File: src/rtl/uart_rx_cfg_if.sv
// Bus between the baud-tick/config side and the configurable UART receiver.
// The master drives the line, the tick and the per-frame configuration;
// the slave (the receiver) returns the frame result.
interface uart_rx_cfg_if;
  logic       rx;
  logic       s_tick;
  logic [1:0] dbit_sel;
  logic [1:0] par_mode;
  logic [1:0] stop_sel;
  logic       rx_done_tick;
  logic [7:0] dout;
  logic       parity_err;
  logic       frame_err;
  logic       break_det;

  modport master (
    output rx, s_tick, dbit_sel, par_mode, stop_sel,
    input  rx_done_tick, dout, parity_err, frame_err, break_det
  );

  modport slave (
    input  rx, s_tick, dbit_sel, par_mode, stop_sel,
    output rx_done_tick, dout, parity_err, frame_err, break_det
  );
endinterface

File: src/rtl/uart_rx_cfg.sv
// Runtime-configurable UART receiver: OVS-times oversampling, 3-sample
// majority vote per bit, 5..8 data bits, none/even/odd parity, 1/1.5/2 stop
// bits, start-glitch rejection, and per-frame parity/framing/break flags.
module uart_rx_cfg #(
  parameter int OVS = 16
) (
  input  logic         clk,
  input  logic         reset,
  uart_rx_cfg_if.slave bus
);

  localparam int SW = $clog2(2 * OVS);
  localparam logic [SW-1:0] S_HALF   = SW'(OVS / 2 - 1);
  localparam logic [SW-1:0] S_V0     = SW'(OVS - 3);
  localparam logic [SW-1:0] S_V1     = SW'(OVS - 2);
  localparam logic [SW-1:0] S_LAST   = SW'(OVS - 1);
  localparam logic [SW-1:0] S_STOP15 = SW'(3 * OVS / 2 - 1);
  localparam logic [SW-1:0] S_STOP2  = SW'(2 * OVS - 1);

  typedef enum logic [2:0] {
    ST_IDLE, ST_START, ST_DATA, ST_PARITY, ST_STOP, ST_WAIT_HIGH
  } state_e;

  // Majority of three line samples.
  function automatic logic maj3(input logic [2:0] v);
    return (v[0] & v[1]) | (v[0] & v[2]) | (v[1] & v[2]);
  endfunction

  // Even-parity reduction of the received data byte.
  function automatic logic xor8(input logic [7:0] v);
    return ^v;
  endfunction

  logic          sync1_q, rxs_q;
  state_e        state_q, state_d;
  logic [SW-1:0] s_q, s_d;
  logic [2:0]    n_q, n_d;
  logic [1:0]    vote_q, vote_d;
  logic [7:0]    data_q, data_d;
  logic [1:0]    dsel_q, dsel_d, pmode_q, pmode_d, ssel_q, ssel_d;
  logic          par_vote_q, par_vote_d, stop_vote_q, stop_vote_d;
  logic          done_q, done_d, perr_q, perr_d, ferr_q, ferr_d, brk_q, brk_d;
  logic [7:0]    dout_q, dout_d;

  logic [2:0]    samp_s;
  logic          bit_s, in_win_s, par_en_s, first_stop_s;
  logic [2:0]    last_n_s;
  logic [SW-1:0] stop_end_s;

  // Two-flop synchronizer for the asynchronous line; idles high.
  always_ff @(posedge clk or posedge reset) begin
    if (reset) begin
      sync1_q <= 1'b1;
      rxs_q   <= 1'b1;
    end else begin
      sync1_q <= bus.rx;
      rxs_q   <= sync1_q;
    end
  end

  // Receiver state, counters, latched configuration and registered results.
  always_ff @(posedge clk or posedge reset) begin
    if (reset) begin
      state_q     <= ST_IDLE;
      s_q         <= '0;
      n_q         <= 3'd0;
      vote_q      <= 2'b00;
      data_q      <= 8'h00;
      dsel_q      <= 2'b00;
      pmode_q     <= 2'b00;
      ssel_q      <= 2'b00;
      par_vote_q  <= 1'b0;
      stop_vote_q <= 1'b0;
      done_q      <= 1'b0;
      dout_q      <= 8'h00;
      perr_q      <= 1'b0;
      ferr_q      <= 1'b0;
      brk_q       <= 1'b0;
    end else begin
      state_q     <= state_d;
      s_q         <= s_d;
      n_q         <= n_d;
      vote_q      <= vote_d;
      data_q      <= data_d;
      dsel_q      <= dsel_d;
      pmode_q     <= pmode_d;
      ssel_q      <= ssel_d;
      par_vote_q  <= par_vote_d;
      stop_vote_q <= stop_vote_d;
      done_q      <= done_d;
      dout_q      <= dout_d;
      perr_q      <= perr_d;
      ferr_q      <= ferr_d;
      brk_q       <= brk_d;
    end
  end

  // Next-state logic: tick-driven bit recovery and end-of-frame reporting.
  always_comb begin
    state_d     = state_q;
    s_d         = s_q;
    n_d         = n_q;
    vote_d      = vote_q;
    data_d      = data_q;
    dsel_d      = dsel_q;
    pmode_d     = pmode_q;
    ssel_d      = ssel_q;
    par_vote_d  = par_vote_q;
    stop_vote_d = stop_vote_q;
    done_d      = 1'b0;
    dout_d      = dout_q;
    perr_d      = perr_q;
    ferr_d      = ferr_q;
    brk_d       = brk_q;

    samp_s   = {vote_q, rxs_q};
    bit_s    = maj3(samp_s);
    in_win_s = (s_q == S_V0) || (s_q == S_V1) || (s_q == S_LAST);
    par_en_s = (pmode_q == 2'b01) || (pmode_q == 2'b10);
    last_n_s = 3'd4 + {1'b0, dsel_q};
    // With one stop bit the final tick is also the vote tick, so use the live vote.
    first_stop_s = (s_q == S_LAST) ? bit_s : stop_vote_q;
    case (ssel_q)
      2'b00:   stop_end_s = S_LAST;
      2'b01:   stop_end_s = S_STOP15;
      default: stop_end_s = S_STOP2;
    endcase

    case (state_q)
      ST_IDLE: begin
        if (!rxs_q) begin
          state_d = ST_START;
          s_d     = '0;
          data_d  = 8'h00;
          dsel_d  = bus.dbit_sel;
          pmode_d = bus.par_mode;
          ssel_d  = bus.stop_sel;
        end else begin
          state_d = ST_IDLE;
        end
      end
      ST_START: begin
        if (bus.s_tick) begin
          if (s_q == S_HALF) begin
            if (!rxs_q) begin
              state_d = ST_DATA;
              s_d     = '0;
              n_d     = 3'd0;
            end else begin
              state_d = ST_IDLE;
            end
          end else begin
            s_d = s_q + SW'(1);
          end
        end else begin
          s_d = s_q;
        end
      end
      ST_DATA, ST_PARITY: begin
        if (bus.s_tick) begin
          if (in_win_s) begin
            vote_d = {vote_q[0], rxs_q};
          end else begin
            vote_d = vote_q;
          end
          if (s_q == S_LAST) begin
            s_d = '0;
            if (state_q == ST_PARITY) begin
              par_vote_d = bit_s;
              state_d    = ST_STOP;
            end else begin
              data_d[n_q] = bit_s;
              if (n_q == last_n_s) begin
                state_d = par_en_s ? ST_PARITY : ST_STOP;
              end else begin
                n_d = n_q + 3'd1;
              end
            end
          end else begin
            s_d = s_q + SW'(1);
          end
        end else begin
          s_d = s_q;
        end
      end
      ST_STOP: begin
        if (bus.s_tick) begin
          if (in_win_s) begin
            vote_d = {vote_q[0], rxs_q};
          end else begin
            vote_d = vote_q;
          end
          if (s_q == S_LAST) begin
            stop_vote_d = bit_s;
          end else begin
            stop_vote_d = stop_vote_q;
          end
          if (s_q == stop_end_s) begin
            done_d  = 1'b1;
            dout_d  = data_q;
            ferr_d  = ~first_stop_s;
            perr_d  = par_en_s && ((xor8(data_q) ^ par_vote_q) != (pmode_q == 2'b10));
            brk_d   = (data_q == 8'h00) && (!par_en_s || !par_vote_q) && !first_stop_s;
            s_d     = '0;
            state_d = first_stop_s ? ST_IDLE : ST_WAIT_HIGH;
          end else begin
            s_d = s_q + SW'(1);
          end
        end else begin
          s_d = s_q;
        end
      end
      ST_WAIT_HIGH: begin
        if (rxs_q) begin
          state_d = ST_IDLE;
        end else begin
          state_d = ST_WAIT_HIGH;
        end
      end
      default: begin
        state_d = ST_IDLE;
      end
    endcase
  end

  assign bus.rx_done_tick = done_q;
  assign bus.dout         = dout_q;
  assign bus.parity_err   = perr_q;
  assign bus.frame_err    = ferr_q;
  assign bus.break_det    = brk_q;

endmodule

File: src/flat_wrapper.sv
// flat-port wrapper written by rule: the top's interface ports become plain ports
module uart_rx_cfg_flat 
#(
  parameter int OVS = 16
)
  (clk, reset, bus_rx, bus_s_tick, bus_dbit_sel, bus_par_mode, bus_stop_sel, bus_rx_done_tick, bus_dout, bus_parity_err, bus_frame_err, bus_break_det);
  uart_rx_cfg_if bus_i ();
  input  logic clk;
  input  logic reset;
  input wire logic [$bits(bus_i.rx)-1:0] bus_rx;
  input wire logic [$bits(bus_i.s_tick)-1:0] bus_s_tick;
  input wire logic [$bits(bus_i.dbit_sel)-1:0] bus_dbit_sel;
  input wire logic [$bits(bus_i.par_mode)-1:0] bus_par_mode;
  input wire logic [$bits(bus_i.stop_sel)-1:0] bus_stop_sel;
  output wire logic [$bits(bus_i.rx_done_tick)-1:0] bus_rx_done_tick;
  output wire logic [$bits(bus_i.dout)-1:0] bus_dout;
  output wire logic [$bits(bus_i.parity_err)-1:0] bus_parity_err;
  output wire logic [$bits(bus_i.frame_err)-1:0] bus_frame_err;
  output wire logic [$bits(bus_i.break_det)-1:0] bus_break_det;
  assign bus_i.rx = bus_rx;
  assign bus_i.s_tick = bus_s_tick;
  assign bus_i.dbit_sel = bus_dbit_sel;
  assign bus_i.par_mode = bus_par_mode;
  assign bus_i.stop_sel = bus_stop_sel;
  assign bus_rx_done_tick = bus_i.rx_done_tick;
  assign bus_dout = bus_i.dout;
  assign bus_parity_err = bus_i.parity_err;
  assign bus_frame_err = bus_i.frame_err;
  assign bus_break_det = bus_i.break_det;
  uart_rx_cfg #(.OVS(OVS)) u_core (.clk(clk), .reset(reset), .bus(bus_i));
endmodule
File: config.mk
export PLATFORM = sky130hd
export DESIGN_NAME = uart_rx_cfg_flat
export DESIGN_NICKNAME = d
export VERILOG_FILES = /design/src/rtl/uart_rx_cfg_if.sv /design/src/rtl/uart_rx_cfg.sv /design/src/flat_wrapper.sv
export SDC_FILE = /design/constraint.sdc
export NUM_CORES = 1
export LEC_CHECK = 0
export ABC_CLOCK_PERIOD_IN_PS = 3100
export CORE_MARGIN = 10
export CORE_UTILIZATION = 60
export CTS_CLUSTER_DIAMETER = 40
export DETAILED_ROUTE_END_ITERATION = 8
export MAX_ROUTING_LAYER = met4
export PLACE_DENSITY = 0.87
export SLEW_MARGIN = 40
export SYNTH_ARGS = -nofsm -noshare
export SYNTH_HDL_FRONTEND = slang
export SYNTH_SLANG_ARGS = --single-unit
File: constraint.sdc
create_clock -name clk -period 3.1 [get_ports clk]
set_clock_uncertainty 0.05 [all_clocks]
set_input_delay 0.62 -clock clk [delete_from_list [all_inputs] [get_ports clk]]
set_output_delay 0.62 -clock clk [all_outputs]
set_load 0.02 [all_outputs]
# Word level (Yosys, flattened, before mapping)
# Index checks and enable logic that the tools add are counted.
# Widths: inputs -> output; s select.
# classes
muxes	43
shifts	0
n_div	0
multipliers	0
magnitude_cmp	2
add_sub_neg	3
n_eq_ne	26
reduce_logical	29
bitwise_logic	8
# op_table
op	n
$mux 3	18
$mux 5	7
$mux 8	4
$pmux 5 s4	1
$pmux 8 s2	1
$eq 5x4->1 const B	3
$pmux 3 s5	1
$ne 2x2->1 const B	7
$pmux 5 s2	1
$bwmux 8	1
$logic_not 8->1	1
$reduce_and 4->1	2
$reduce_and 8->1	1
$reduce_xor 8->1	1
$reduce_and 7->1	1
$eq 3x2->1 const B	2
$eq 3x3->1 const B	2
$mux 1	6
$ne 2x1->1 const B	3
$pmux 3 s2	1
$reduce_and 3->1	2
$add 5x1->5 const B	1
$eq 5x3->1 const B	1
$eq 5x5->1	1
27 further kinds	42
# word_totals
output_inout_bits	12
rom_bits	0
memories	0
inputBits	10
latchBits	0
reg_bits	43
ramBits	0

# Depth between registers and ports, before layout
# logic_depth
ltp_word	9
depth_mapped	8

# Least setup slack after synthesis
# OpenSTA, ideal clock, no wires.
# synth_timing
path_kind	reg-to-reg
startpoint	reg u_core.s_q[1]
endpoint	reg u_core.data_q[2]
arrival_ps	1892
path_buffers	0
synth_period_minus_slack_ps	2037
path_stages_with_launch	9
t_required_ps	2955
slack_ps	1063
cell_sequence	dfrtp_1 ha_1 and3_2 ha_1 and3_1 o21ai_2 nand3b_1 or2_1 o31ai_1
# synth_via
elab_chain_cells	3
# synth_lines
item	line	text
start: declaration	uart_rx_cfg.sv:36	logic [SW-1:0] s_q, s_d;
start signal: assignment	uart_rx_cfg.sv:65	s_q <= '0;
start signal: assignment	uart_rx_cfg.sv:81	s_q <= s_d;
$eq 5x4->1	uart_rx_cfg.sv:166	if (s_q == S_LAST) begin
$ne 2x1->1 (no line)	-	
$reduce_and 5->1 (no line)	-	
end signal: assignment	uart_rx_cfg.sv:84	data_q <= data_d;
end: declaration	uart_rx_cfg.sv:39	logic [7:0] data_q, data_d;
# No other way between the ends.
# A chain may end at the register's enable or synchronous reset.

# Worst setup path in the final report
# Same ends and word-level chain as after synthesis.

==> impl_metrics.sql <==
INSERT INTO impl_metrics (metric_group, metric, value, unit) VALUES
('status', 'run_status', 'complete, no violations', ''),
('worst_setup_path', 'critPathCaptureType', 'flop', ''),
('worst_setup_path', 'reg2reg_slack', '660', 'ps'),
('worst_setup_path', 'cp_data_arrival_time', '2590', 'ps'),
('timing', 'tightestPinTransition', '649', 'ps'),
('route', 'drt-initial-drc-count', '158', ''),
('placement', 'port_buffers', '21', ''),
('synthesis', 'count_of_flip_flops_with_a_built_in_enable_after_synthesis', '0', ''),
('hold_path', 'hold_class', 'flop to flop', ''),
('final_layout', 'n_fill_cell', '310', ''),
('timing', 'maxClockFrequency', '410', 'MHz'),
('grt', 'grt_pass1_vias', '2026', ''),
('route', 'viasPerCell', '5.97', ''),
('final_layout', 'final_net_count', '316', ''),
('power_and_ir_drop', 'power_density', '578', 'nW/um^2'),
('worst_setup_path', 'critPathRequiredTime', '3250', 'ps'),
('synthesis', 'postSynthCellCount', '275', ''),
('timing', 'maxSlewHeadroom', '56.7', '%'),
('grt', 'grt_pass1_wl', '9070', 'um'),
('clock_tree', 'postCtsHoldBufs', '0', ''),
('timing', 'final.period_utilization', '78.7', '%'),
('die', 'floorplan.core_area', '4060', 'um^2'),
('grt', 'antenna_found_initial', '0', ''),
('die', 'initial_core_utilization', '63.2', '%'),
('die', 'rows', '23', ''),
('die', 'die_height', '85.4', 'um'),
('die', 'die_width', '85.4', 'um'),
('synthesis', 'synth_seq_cells', '43', ''),
('hold_path', 'hold_path_startpoint', 'u_core.sync1_q$_DFF_PP1_', ''),
('worst_setup_path', 'cp_cell_sequence', 'ha_1 > and3_2 > ha_1 > and3_1 > o21ai_2 > nand3b_1 > or2_1 > o31ai_1', ''),
('worst_setup_path', 'worstSetupPathType', 'flop to flop', ''),
('synthesis', 'ys_types', '58', ''),
('grt', 'grt-ovfl-total', '0', ''),
('placement', 'dp.final_hpwl', '3830', 'um'),
('clock_tree', 'clock_sinks', '43', ''),
('synthesis', 'mappedNetlistNets', '296', ''),
('synthesis', 'ys_warn_count', '0', ''),
('synthesis', 'synthArstFlopShare', '100', '%'),
('die', 'die_area', '7290', 'um^2'),
('die', 'boundaryPins', '22', ''),
('clock_tree', 'tritoncts', 'done', ''),
('clock_tree', 'worst_skew_pair.late_latency', '300', 'ps'),
('run', 'maxCapViolCount', '0', ''),
('synthesis', 'synthFlopType', 'dfrtp_1', ''),
('timing', 'layout_min_cycle_time', '2440', 'ps'),
('clock_tree', 'postCtsResizedCells', '0', ''),
('route', 'detail_route.first_pass.iterations', '4', ''),
('clock_tree', 'clock_transition_at_the_registers_of_the_reported_paths', '90', 'ps'),
('worst_setup_path', 'critical_path.reg2reg.startpoint', 'u_core.s_q[1]$_DFFE_PP0P_', ''),
('route', 'drc_viols', '0', ''),
('timing', 'timing.final.max_slew_violations', '0', ''),
('timing', 'setup-tns-final', '0', 'ps'),
('clock_tree', 'clock_tree.htree_level_count', '2', ''),
('route', 'final_antenna_net_count', '0', ''),
('timing', 'finalSetupViolations', '0', ''),
('synthesis', 'synthesis.area_per_instance', '9.32', 'um^2'),
('final_layout', 'layout.core_utilization', '71.6', '%'),
('final_layout', 'drive_gt1_share', '15.2', '%'),
('clock_tree', 'clock_root_buffer_master', 'clkbuf_8', ''),
('final_layout', 'syn_to_final_growth', '13.4', '%'),
('power_and_ir_drop', 'vdd_ir_drop_max', '0.000327', 'V'),
('final_layout', 'antenna_cells', '0', ''),
('grt', 'gr-usage-all-layers', '15.3', '%'),
('route', 'drt_wl_total', '5290', 'um'),
('worst_setup_path', 'critPathSlowestCell', 'dfrtp_1', ''),
('worst_setup_path', 'critPathMaxStageDelay', '480', 'ps'),
('synthesis', 'cell_area_after_synthesis', '2560', 'um^2'),
('route', 'detail_route.wl_per_cell', '15.3', 'um'),
('clock_tree', 'cts-buffers-inserted', '5', ''),
('clock_tree', 'cts-root-to-sink-buffers', '2', ''),
('worst_setup_path', 'critical_path_startpoint_category', 'flop', ''),
('timing', 'rsz_0062_raised_after_global_routing', 'no', ''),
('worst_setup_path', 'crit_path_max_fanout', '9', ''),
('clock_tree', 'post-cts-setup-buffer-count', '0', ''),
('grt', 'grt_max_degree', '44', ''),
('worst_setup_path', 'cpMostUsedCell', 'ha_1', ''),
('power_and_ir_drop', 'total_leakage_power', '1.26', 'nW'),
('placement', 'finalWeightedCongestion', '0.926', ''),
('timing', 'finalHoldViolCount', '0', ''),
('synthesis', 'synth_sequential_area_ratio', '42.1', '%'),
('route', 'vias', '2065', ''),
('worst_setup_path', 'startpoint', 'u_core.s_q[1]$_DFFE_PP0P_', '');
-- state kept, by name (all words and copies together), names as in the netlist --
name / cells
u_core.bus.dout: 8
u_core.data_q: 8
u_core.s_q: 5
u_core.n_q: 3
u_core.state_q: 3
u_core.dsel_q: 2
u_core.pmode_q: 2
u_core.ssel_q: 2
u_core.vote_q: 2
u_core.bus.break_det: 1
u_core.bus.frame_err: 1
u_core.bus.parity_err: 1
u_core.bus.rx_done_tick: 1
u_core.par_vote_q: 1
u_core.rxs_q: 1
u_core.stop_vote_q: 1
u_core.sync1_q: 1
-- cell usage after synthesis, types with 4 or more instances --
master,number,area (um^2)
inv_1,19,71.3
o21ai_2,10,87.6
a21oi_1,9,45.0
nand2b_1,7,43.8
nor2b_1,5,31.3
dfrtp_1,41,1030
xnor2_1,7,61.3
nand2_1,32,120
o31ai_1,4,30.0
buf_2,7,35.0
ha_1,11,138
nand3_1,11,55.1
o21ai_0,18,90.1
nor2_1,11,41.3
nand2_2,9,56.3
mux2_1,6,67.6
o21ai_1,9,45.0
-- layout make-up --
type	count	area [um^2]	area share (%)
clock buffer	5	68.8	2.37
tap	50	62.6	2.15
sequential	43	1080	37.1
clock inverter	3	43.8	1.51
multi-input combinational	199	1330	45.9
inverter	21	78.8	2.71
timing repair buffer	25	240	8.27
-- where the power goes --
group | switching [mW] | internal (mW)
clock network | 0.205 | 0.240
logic | 0.260 | 0.220
registers | 0.109 | 0.646
total | 0.575 | 1.11
-- cells in the final DEF (no fill, tap or decap), drive strengths merged, types with 3 or more instances in the layout --
cell            n
o21ai          37
dfrtp          41
o21a            3
nand2          41
inv            21
o22ai           3
nor2b           5
xnor2           7
o31ai           4
nand2b          7
mux2            6
and3            3
a2bb2oi         3
buf             4
a21oi           9
a31oi           3
ha             11
clkbuf          5
o21bai          3
nand3          11
clkdlybuf4s50  21
nor2           13
-- worst paths after layout --
check	end	cells after the start
hold reg to reg	u_core.rxs_q$_DFF_PP1_	0
setup reg to reg	u_core.data_q[2]$_DFFE_PP0P_	8
min in group asynchronous	u_core.pmode_q[0]$_DFFE_PP0P_	3
hold / removal	u_core.rxs_q$_DFF_PP1_	0
setup / recovery	u_core.data_q[2]$_DFFE_PP0P_	8
max in group asynchronous	u_core.sync1_q$_DFF_PP1_	3
-- per-stage QoR --
step / hold slack (ps) / instances / total power [mW] / worst slack (ps) / area (um^2)
after global routing: 314 / 346 / 1.78 / 550 / 2910
after detailed placement: 301 / 338 / 1.23 / 537 / 2790
final: 310 / 346 / 1.68 / 661 / 2910
after global placement: 297 / 338 / 1.21 / 631 / 2790
after CTS: 312 / 346 / 1.68 / 718 / 2910
after floorplan: 295 / 275 / 1.10 / 1060 / 2560
-- critical path: cells and delay by family (launching register included) --
family                   cells  cell delay (ps)
AND/OR/NAND/NOR              4              940
adder cells (fa/ha/maj)      2              520
flip-flops                   1              480
AO/OA/AOI/OAI                2              360
-- per-layer routing --
metal / vias up / track usage, % / part of all wire (%)
met4: 0 / 6.14 / 2.0
li1: 1003 / - / -
met5: - / - / 0
met3: 11 / 4.11 / 7.0
met2: 81 / 24.3 / 47
met1: 970 / 17.8 / 44
-- logic make-up after synthesis --
family	count (synthesis)	share of synthesized area, %
fa+ha+maj	11	5.37
mux	7	3.03
flops	43	42.1
simple gates	97	20.9
buf+inv	33	5.91
compound gates	77	20.3
xor+xnor	7	2.39
No activity file was read; power rests on OpenSTA's default activity.
